## config.mk

```make
export PLATFORM = sky130hd
export DESIGN_NAME = pwm_multi_bus
export DESIGN_NICKNAME = d
export VERILOG_FILES = /design/src/rtl/pwm_multi_bus.sv
export SDC_FILE = /design/constraint.sdc
export NUM_CORES = 1
export LEC_CHECK = 0
export ABC_AREA = 1
export BUFFER_PORTS_ARGS = -buffer_cell sky130_fd_sc_hd__buf_2
export CAP_MARGIN = 20
export CORE_MARGIN = 3
export CORE_UTILIZATION = 50
export CTS_CLUSTER_SIZE = 16
export DETAILED_ROUTE_END_ITERATION = 10
export PLACE_DENSITY = 0.69
export RECOVER_POWER = 25
export SETUP_SLACK_MARGIN = 0.1
export SYNTH_ARGS = -nofsm -noshare
export SYNTH_HDL_FRONTEND = slang
export SYNTH_SLANG_ARGS = --single-unit
```

## constraint.sdc

```tcl
create_clock -name sys_clk -period 3 [get_ports sys_clk]
set_clock_uncertainty 0.2 [all_clocks]
set_input_delay 0.15 -clock sys_clk [delete_from_list [all_inputs] [get_ports sys_clk]]
set_output_delay 0.15 -clock sys_clk [all_outputs]
set_load 0.02 [all_outputs]
```

## src/rtl/pwm_multi_bus.sv

```systemverilog
// Multi-channel PWM peripheral on the picorv32 native memory bus.
// Period/duty are double-buffered and take effect at a period boundary; invert applies at once.
module pwm_multi_bus #(
  parameter int          NCH   = 2,
  parameter int          CNT_W = 16,
  parameter logic [31:0] BASE  = 32'h8000_0100
) (
  input  logic             sys_clk,
  input  logic             sys_resetn,
  input  logic             mem_valid,
  input  logic [31:0]      mem_addr,
  input  logic [31:0]      mem_wdata,
  input  logic [3:0]       mem_wstrb,
  output logic             mem_ready,
  output logic [31:0]      mem_rdata,
  output logic [NCH-1:0]   pwm_out,
  output logic             irq_wrap
);

  typedef enum logic {CH_IDLE = 1'b0, CH_RUN = 1'b1} ch_state_t;

  function automatic logic [31:0] merge_bytes(input logic [31:0] old_v, input logic [31:0] new_v,
                                              input logic [3:0] strb);
    logic [31:0] res;
    for (int b = 0; b < 4; b++) res[8*b +: 8] = strb[b] ? new_v[8*b +: 8] : old_v[8*b +: 8];
    return res;
  endfunction

  function automatic logic [31:0] zext_cnt(input logic [CNT_W-1:0] v);
    logic [31:0] res;
    res = 32'd0;
    res[CNT_W-1:0] = v;
    return res;
  endfunction

  function automatic logic [31:0] zext_ch(input logic [NCH-1:0] v);
    logic [31:0] res;
    res = 32'd0;
    res[NCH-1:0] = v;
    return res;
  endfunction

  logic             gen_en_r, gen_en_s, ready_r, irq_r, irq_s, sel_s, tick_s;
  logic [7:0]       presc_r, presc_s, presc_cnt_r, presc_cnt_s, off_s;
  logic [NCH-1:0]   status_r, status_s, irq_en_r, irq_en_s, ch_en_r, ch_en_s, inv_r, inv_s;
  logic [NCH-1:0]   w1c_s, wrap_s, pwm_r, pwm_s;
  logic [31:0]      rdata_r, rdata_s, m_s;
  logic [CNT_W-1:0] per_sh_r [NCH], per_sh_s [NCH], duty_sh_r [NCH], duty_sh_s [NCH];
  logic [CNT_W-1:0] per_act_r [NCH], per_act_s [NCH], duty_act_r [NCH], duty_act_s [NCH];
  logic [CNT_W-1:0] cnt_r [NCH], cnt_s [NCH];
  ch_state_t        state_r [NCH], state_s [NCH];

  assign off_s = mem_addr[7:0];
  assign sel_s = mem_valid && (mem_addr[31:8] == BASE[31:8]) && !ready_r;

  // Register decode: read mux and byte-strobed shadow updates (a read has wstrb=0, so nothing changes)
  always_comb begin
    gen_en_s  = gen_en_r;
    presc_s   = presc_r;
    irq_en_s  = irq_en_r;
    ch_en_s   = ch_en_r;
    inv_s     = inv_r;
    per_sh_s  = per_sh_r;
    duty_sh_s = duty_sh_r;
    w1c_s     = '0;
    rdata_s   = 32'd0;
    m_s       = 32'd0;
    if (sel_s) begin
      case (off_s)
        8'h00: begin
          rdata_s  = {16'd0, presc_r, 7'd0, gen_en_r};
          m_s      = merge_bytes(rdata_s, mem_wdata, mem_wstrb);
          gen_en_s = m_s[0];
          presc_s  = m_s[15:8];
        end
        8'h04: begin
          rdata_s = zext_ch(status_r);
          w1c_s   = mem_wstrb[0] ? mem_wdata[NCH-1:0] : '0;
        end
        8'h08: begin
          rdata_s  = zext_ch(irq_en_r);
          m_s      = merge_bytes(rdata_s, mem_wdata, mem_wstrb);
          irq_en_s = m_s[NCH-1:0];
        end
        default: begin
          for (int i = 0; i < NCH; i++) begin
            case ({off_s[7:4] == 4'(i + 1), off_s[3:0]})
              5'h10: begin
                rdata_s     = zext_cnt(per_sh_r[i]);
                m_s         = merge_bytes(rdata_s, mem_wdata, mem_wstrb);
                per_sh_s[i] = m_s[CNT_W-1:0];
              end
              5'h14: begin
                rdata_s      = zext_cnt(duty_sh_r[i]);
                m_s          = merge_bytes(rdata_s, mem_wdata, mem_wstrb);
                duty_sh_s[i] = m_s[CNT_W-1:0];
              end
              5'h18: begin
                rdata_s    = {30'd0, inv_r[i], ch_en_r[i]};
                m_s        = merge_bytes(rdata_s, mem_wdata, mem_wstrb);
                ch_en_s[i] = m_s[0];
                inv_s[i]   = m_s[1];
              end
              default: ;
            endcase
          end
        end
      endcase
    end else begin
      rdata_s = 32'd0;
    end
  end

  assign tick_s      = gen_en_r && (presc_cnt_r == presc_r);
  assign presc_cnt_s = (!gen_en_r || tick_s) ? 8'd0 : presc_cnt_r + 8'd1;

  // Per-channel IDLE/RUN next state; shadows loaded on entry and at wrap include a same-edge write
  always_comb begin
    state_s    = state_r;
    cnt_s      = cnt_r;
    per_act_s  = per_act_r;
    duty_act_s = duty_act_r;
    wrap_s     = '0;
    pwm_s      = '0;
    for (int i = 0; i < NCH; i++) begin
      pwm_s[i] = ((state_r[i] == CH_RUN) && (cnt_r[i] < duty_act_r[i])) ^ inv_r[i];
      case (state_r[i])
        CH_IDLE: begin
          cnt_s[i] = '0;
          if (gen_en_r && ch_en_r[i]) begin
            state_s[i]    = CH_RUN;
            per_act_s[i]  = per_sh_s[i];
            duty_act_s[i] = duty_sh_s[i];
          end else begin
            state_s[i] = CH_IDLE;
          end
        end
        CH_RUN: begin
          if (!(gen_en_r && ch_en_r[i])) begin
            state_s[i] = CH_IDLE;
            cnt_s[i]   = '0;
          end else if (tick_s && (cnt_r[i] == per_act_r[i])) begin
            cnt_s[i]      = '0;
            per_act_s[i]  = per_sh_s[i];
            duty_act_s[i] = duty_sh_s[i];
            wrap_s[i]     = 1'b1;
          end else if (tick_s) begin
            cnt_s[i] = cnt_r[i] + CNT_W'(1);
          end else begin
            cnt_s[i] = cnt_r[i];
          end
        end
        default: begin
          state_s[i] = CH_IDLE;
          cnt_s[i]   = '0;
        end
      endcase
    end
  end

  // A hardware wrap outranks a same-edge clear
  assign status_s = (status_r & ~w1c_s) | wrap_s;
  assign irq_s    = |(status_s & irq_en_s);

  // State registers
  always_ff @(posedge sys_clk) begin
    if (!sys_resetn) begin
      gen_en_r    <= 1'b0;
      presc_r     <= 8'd0;
      presc_cnt_r <= 8'd0;
      status_r    <= '0;
      irq_en_r    <= '0;
      ch_en_r     <= '0;
      inv_r       <= '0;
      pwm_r       <= '0;
      ready_r     <= 1'b0;
      rdata_r     <= 32'd0;
      irq_r       <= 1'b0;
      for (int i = 0; i < NCH; i++) begin
        per_sh_r[i]   <= '0;
        duty_sh_r[i]  <= '0;
        per_act_r[i]  <= '0;
        duty_act_r[i] <= '0;
        cnt_r[i]      <= '0;
        state_r[i]    <= CH_IDLE;
      end
    end else begin
      gen_en_r    <= gen_en_s;
      presc_r     <= presc_s;
      presc_cnt_r <= presc_cnt_s;
      status_r    <= status_s;
      irq_en_r    <= irq_en_s;
      ch_en_r     <= ch_en_s;
      inv_r       <= inv_s;
      pwm_r       <= pwm_s;
      ready_r     <= sel_s;
      rdata_r     <= rdata_s;
      irq_r       <= irq_s;
      per_sh_r    <= per_sh_s;
      duty_sh_r   <= duty_sh_s;
      per_act_r   <= per_act_s;
      duty_act_r  <= duty_act_s;
      cnt_r       <= cnt_s;
      state_r     <= state_s;
    end
  end

  assign mem_ready = ready_r;
  assign mem_rdata = rdata_r;
  assign pwm_out   = pwm_r;
  assign irq_wrap  = irq_r;

endmodule

```

==> impl_results.md, run 1 <==
- Outcome: completed
- Num CTS Buffers: 24
- Commonest non-fill, non-tap cell in the layout: nand2_1
- Slew @ Worst Pin: 1070 ps
- Endpoints failing setup: 0
- First-pass GRT wire length: 58100 um
- FF+latch count, synth: 207
- CP required: 3260 ps
- DP Area: 12900 um^2
- Distinct cells, synth: 42
- Hold Vio Cnt, Final: 0
- Most common cell type on the critical path: nand2_1
- Post-route antenna net violation count: 0
- Final Max Tran Viols: 0
- Synth Instances: 1941
- All-Layer GR Usage: 26.5%
- Routed wire length: 35900 um
- Critical Path AT: 2850 ps
- # DRC: 0
- Hold_ws: 23.6 ps
- Most used DFF post-synth: dfxtp_1
- Type of the worst setup path: reg -> reg
- Fraction of layout cells with a size suffix above 1: 7.65%
- Final worst slack: 409 ps
- Hold Crit Class: in -> reg
- TritonCTS Sinks: 207
- RSZ-0062 raised after global routing: no
- Core Region: 24300 um^2
- Asr flop ratio synth: 0%
- Die area: 26700 um^2
- Synthesized area per cell: 6.39 um^2
- Syn. warnings: 0
- Fin nets: 2089
- Sequential share of the synthesized area: 33.4%
- Dpl ws: 567 ps
- Critical path startpoint category: register
- FILL cells: 2425
- ANT cells: 0
- Final period utilization: 86.4%
- CTS H-tree lvls: 1
- Cells along the critical path: nor2_1 -> nand2_1 -> nor2_1 -> nand2_1 -> nor2_4 -> nand2_1 -> buf_12 -> nand2_1 -> nand2_1 -> nand3_1 -> nand2_1 -> nor2_1
- Leak: 5.92 nW
- Max Cap Viol: 0
- Critical Path Sink Type: register
- Post-Syn Area: 12400 um^2
- Post-CTS setup repair buffer count: 0
- 1st-pass router iterations: 5
- Hold_buf cts: 13
- Avg WL per Cell: 15.4 um
- Worst skew pair latency: 520 ps
- Design area: 13800 um^2
- Total gr overflow: 0
- # rows: 57
- Initial Util: 51.0%
- Number of I/O pins: 107
- DP HPWL: 25100 um
- Post-synth EDFFs: 0
- CP peak stage delay: 440 ps
- CTS Buffer Depth: 3
- Setup_tns: 0 ps
- Worst VDD drop: 0.450 mV
- GPL Wtd Cong: 0.878
- Number of global-route vias before repair: 11300
- Worst slew margin: 28.6%
- Tmin final: 2590 ps
- Most frequent cells in the layout: 550 x nand2_1, 241 x nor2_1, 207 x dfxtp_1
- Cts repair resizes: 0
- Clock transition at path regs: 60 ps
- Pin count of the biggest net entering global routing: 65
- TritonCTS clock tree: built
- Synthesis-to-finish area growth: 11.3%
- PortBufs: 72
- Crit-path max FO: 49
- DR iter-0 viols: 1065
- Achievable clock frequency: 0.386 GHz
- Die width: 164 um
- Die Span Y: 164 um
- Worst path slowest cell: nand2_1
- Vias: 12455
- Initial antenna violation count: 0
- Vias per inst: 5.36
- PD cells: 431 nW/um^2
- Root Buffer: clkbuf_16
-- cells in the mapped netlist, types with 5 or more instances --
master	count	share of area, %
nand2_1	548	17
nor2_1	241	7.3
dfxtp_1	207	33
inv_1	186	5.6
nand3_1	172	6.9
a21oi_1	116	4.7
o21ai_0	90	3.6
nand3b_1	67	4.1
buf_2	45	1.8
clkbuf_1	39	1.2
ha_1	33	3.3
buf_4	27	1.6
xnor2_1	27	1.9
nand4_1	20	1.0
nor3_1	20	0.81
o22ai_1	18	0.91
xor2_1	12	0.85
nor2_2	8	0.40
nor2_4	6	0.54
a221oi_1	5	0.35
buf_1	5	0.15
nand2_2	5	0.25
nand2_4	5	0.45
o21ai_1	5	0.20
-- logic make-up (layout without fill, tap and decap cells) --
kind of cell | after synthesis | count (layout) | synth area share, %
compound gates | 249 | 249 | 10.7
xor+xnor | 39 | 39 | 2.75
fa+ha+maj | 33 | 33 | 3.33
buf+inv | 307 | 352 | 10.6
flops | 207 | 207 | 33.4
other cells | 1 | 16 | 0.0302
simple gates | 1105 | 1105 | 39.3
-- critical path, delay by kind of cell (launching register included) --
family	cells	cell delay, ps
DFF	1	320
buffers and inverters	1	360
and+or+nand+nor	11	1640
-- metrics by stage --
stage                     instances  utilization (%)  total power [mW]
after floorplan                1956                -              2.98
after global placement         2270             53.2              3.05
after detailed placement       2270             53.2              3.05
after CTS                      2325             57.0              6.00
after global routing           2325             56.8              6.14
final                          2325             56.8              5.96
-- layer usage --
metal / global-route usage [%] / share of wire (%) / up-vias
met5: 0 / 0 / -
met4: 6.96 / 2.5 / 0
met3: 5.35 / 8.7 / 62
met2: 40.1 / 43 / 475
met1: 38.3 / 46 / 5621
li1: - / - / 6297
-- cell type report --
cell class	count	area (um^2)	share of cell area, %
clock buffer	34	729	5.28
clock inverter	8	68.8	0.498
inverter	191	717	5.19
multi-input combinational	1442	6980	50.6
sequential	207	4140	30.0
tap	324	405	2.94
timing repair buffer	119	762	5.52
-- report_power, final --
group          switching, mW  internal [mW]  total [mW]
Sequential      0.0000000420           2.75        2.75
Combinational          0.184         0.0753       0.259
Clock                   1.18           1.77        2.95
Total                   1.36           4.59        5.96
-- flip-flops by register name (all words and copies together), names as in the netlist, 8 cells and up --
name and count:
cnt_r 32, duty_act_r 32, duty_sh_r 32, per_act_r 32
per_sh_r 32, mem_rdata 16, presc_cnt_r 8, presc_r 8
-- worst paths after layout --
| check | startpoint | endpoint | slack (ps) | cells past startpoint |
|---|---|---|---|---|
| worst max-delay path | mem_ready | per_act_r[9] | 410 | 12 |
| worst min-delay path | mem_addr[28] | per_sh_r[31] | 20 | 7 |
| worst min register to register | duty_act_r[2] | duty_act_r[2] | 280 | 2 |
| worst max register to register | mem_ready | per_act_r[9] | 410 | 12 |
(Power assumes the default switching activity.)
==> run 2, diff against run 1 <==
--- a/config.mk
+++ b/config.mk
@@ -8,12 +8,15 @@
 export ABC_AREA = 1
 export BUFFER_PORTS_ARGS = -buffer_cell sky130_fd_sc_hd__buf_2
 export CAP_MARGIN = 20
+export CELL_PAD_IN_SITES_DETAIL_PLACEMENT = 1
+export CELL_PAD_IN_SITES_GLOBAL_PLACEMENT = 1
 export CORE_MARGIN = 3
-export CORE_UTILIZATION = 50
+export CORE_UTILIZATION = 46
 export CTS_CLUSTER_SIZE = 16
 export DETAILED_ROUTE_END_ITERATION = 10
-export PLACE_DENSITY = 0.69
+export PLACE_DENSITY_LB_ADDON = 0.1
 export RECOVER_POWER = 25
+export REMOVE_ABC_BUFFERS = 1
 export SETUP_SLACK_MARGIN = 0.1
 export SYNTH_ARGS = -nofsm -noshare
 export SYNTH_HDL_FRONTEND = slang
==> run 2 against run 1 <==
Non-clock buffer count is 1 higher. Critical path depth down 2. Hold slack worse by 15 ps. Sequential share of layout area is 0.084 points lower. Global-route usage up 0.84 points. Via count is 2.7% higher. Clock power increased by 2%. Sequential power about the same. Critical endpoint is now duty_act_r[29]. Highest routed layer is now met5.
==> impl_results.md, run 2 (synthesis gave the netlist of run 1 again) <==
- Outcome: completed
- Dpl ws: 494 ps (-73.2 ps)
- CP required: 3220 ps (-40 ps)
- RSZ-0062 raised after global routing: no
- Final worst slack: 325 ps (-84.0 ps)
- Most frequent cells in the layout: 550 x nand2_1, 242 x nor2_1, 207 x dfxtp_1
- Number of I/O pins: 107 (unchanged)
- Hold Crit Class: in -> reg
- Pin count of the biggest net entering global routing: 81 (+25%)
- R2R Path Start: presc_r[7]
- Hold wc startpoint: mem_addr[29]
- FILL cells: 3595 (+48%)
- DR iter-0 viols: 855 (-20%)
- Setup_tns: 0 ps (unchanged)
- Post-CTS setup repair buffer count: 0 (unchanged)
- Dpl cells: 2282 (+0.53%)
- Setup crit start: presc_r[7]
- Final Max Tran Viols: 0 (unchanged)
- GPL Wtd Cong: 0.834 (-5.1%)
- Share of the core filled with cells: 52.7% (-4.1 points)
- Vias: 12793 (+2.7%)
- Synthesis-to-finish area growth: 11.6%
- Num CTS Buffers: 25 (+4.2%)
- Cts repair resizes: 0 (unchanged)
- PortBufs: 72 (unchanged)
- Routed wire length: 40000 um (+11%)
- Tmin final: 2670 ps (+84.0 ps)
- Critical path startpoint category: register
- Post-route antenna net violation count: 0 (unchanged)
- TritonCTS clock tree: built
- Initial Util: 47.2% (-3.8 points)
- DP HPWL: 28200 um (+12%)
- Achievable clock frequency: 0.374 GHz (-3.1%)
- Clock transition at path regs: 60 ps (about the same)
- CTS H-tree lvls: 1 (unchanged)
- Die area: 29000 um^2 (+8.4%)
- 1st-pass router iterations: 5 (unchanged)
- Max Cap Viol: 0 (unchanged)
- Worst skew pair latency: 530 ps (about the same)
- Die width: 170 um (+4.1%)
- Critical Path AT: 2900 ps (+50 ps)
- Final period utilization: 89.2% (+2.8 points)
- # DRC: 0 (unchanged)
- CP bufs+invs: 0 (-1)
- Slew @ Worst Pin: 1230 ps (+155 ps)
- Endpoints failing setup: 0 (unchanged)
- Leak: 5.93 nW (+0.11%)
- Fraction of layout cells with a size suffix above 1: 7.73% (+0.088 points)
- CTS Buffer Depth: 3 (unchanged)
- Worst path slowest cell: nand2_4
- PD cells: 434 nW/um^2 (+0.74%)
- Number of global-route vias before repair: 13041 (+15%)
- Die Span Y: 170 um (+4.1%)
- Vias per inst: 5.47 (+2.1%)
- Root Buffer: clkbuf_16
- Final Non-Filler Cells: 2340 (+0.65%)
- Initial antenna violation count: 2 (+2)
- Worst slew margin: 18.2% (-10 points)
- Type of the worst setup path: reg -> reg
- Worst VDD drop: 0.455 mV (+1.2%)
- TritonCTS Sinks: 207 (unchanged)
- Design area: 13800 um^2 (+0.28%)
- Fin nets: 2091 (+0.096%)
- Cells along the critical path: xnor2_1 -> nand2_1 -> nor2_2 -> nand2_1 -> nor2_8 -> nand2_4 -> nand2_4 -> nand3_1 -> nand2_1 -> nor2_1
- Hold Vio Cnt, Final: 0 (unchanged)
- # rows: 59 (+3.5%)
- All-Layer GR Usage: 27.3% (+0.84 points)
- First-pass GRT wire length: 65900 um (+13%)
- Crit-path max FO: 64 (+31%)
- CP peak stage delay: 510 ps (+70 ps)
- Core Region: 26300 um^2 (+8.1%)
- Avg WL per Cell: 17.1 um (+11%)
- Critical Path Sink Type: register
- Commonest non-fill, non-tap cell in the layout: nand2_1
- Cell family with most CP delay: simple AND/OR/NAND/NOR gates
- Total gr overflow: 0 (unchanged)
- DP Area: 13000 um^2 (+0.26%)
- Most common cell type on the critical path: nand2_1
-- run 2: worst reg2reg max path: cells and delay by family (launching register included) --
kind / cells / cell delay (ps)
XOR/XNOR: 1 / 140
AND/OR/NAND/NOR: 9 / 1810
flip-flops: 1 / 420
-- run 2: repair_timing --
action	in CTS	in global routing
hold buffers	13	0
hold endpoints to repair	31	0
setup endpoints to repair	0	0
-- run 2: path summary, 6_finish.rpt --
| check | to | slack, ps | cells after the start |
|---|---|---|---|
| worst max register to register | duty_act_r[29] | 330 | 10 |
| worst min register to register | duty_act_r[15] | 280 | 2 |
| worst max-delay path | duty_act_r[29] | 330 | 10 |
| worst min-delay path | mem_ready | 9 | 7 |
-- run 2: cell type report --
class	count	area, um^2	area share, %
clock buffers	35	723	5.22
flip-flops and latches	207	4140	29.9
multi-input cells	1442	6990	50.5
clock inverters	9	77.6	0.560
inverters	191	717	5.18
repair buffers	120	773	5.58
diodes	1	2.50	0.0181
well taps	335	419	3.03
-- run 2: per-stage QoR --
stage | hold WS, ps | total power, mW
6_report | 9.09 | 6.02
5_1_grt | 50.7 | 6.21
4_1_cts | 2.03 | 6.06
3_5_place_dp | 250 | 3.07
3_3_place_gp | 233 | 3.06
2_1_floorplan | 70.7 | 2.93
-- run 2: report_power, final --
group	internal, mW	switching (mW)	total, mW
Sequential	2.75	0.0000000439	2.75
Clock	1.76	1.24	3.00
Combinational	0.0776	0.193	0.271
Total	4.59	1.43	6.02
-- run 2: metal layers --
metal	up-vias	global-route usage [%]	wire, um
met3	81	3.02	1360
li1	6281	-	-
met5	-	0	12
met2	238	47.0	19200
met1	6191	36.2	18300
met4	2	7.97	1160
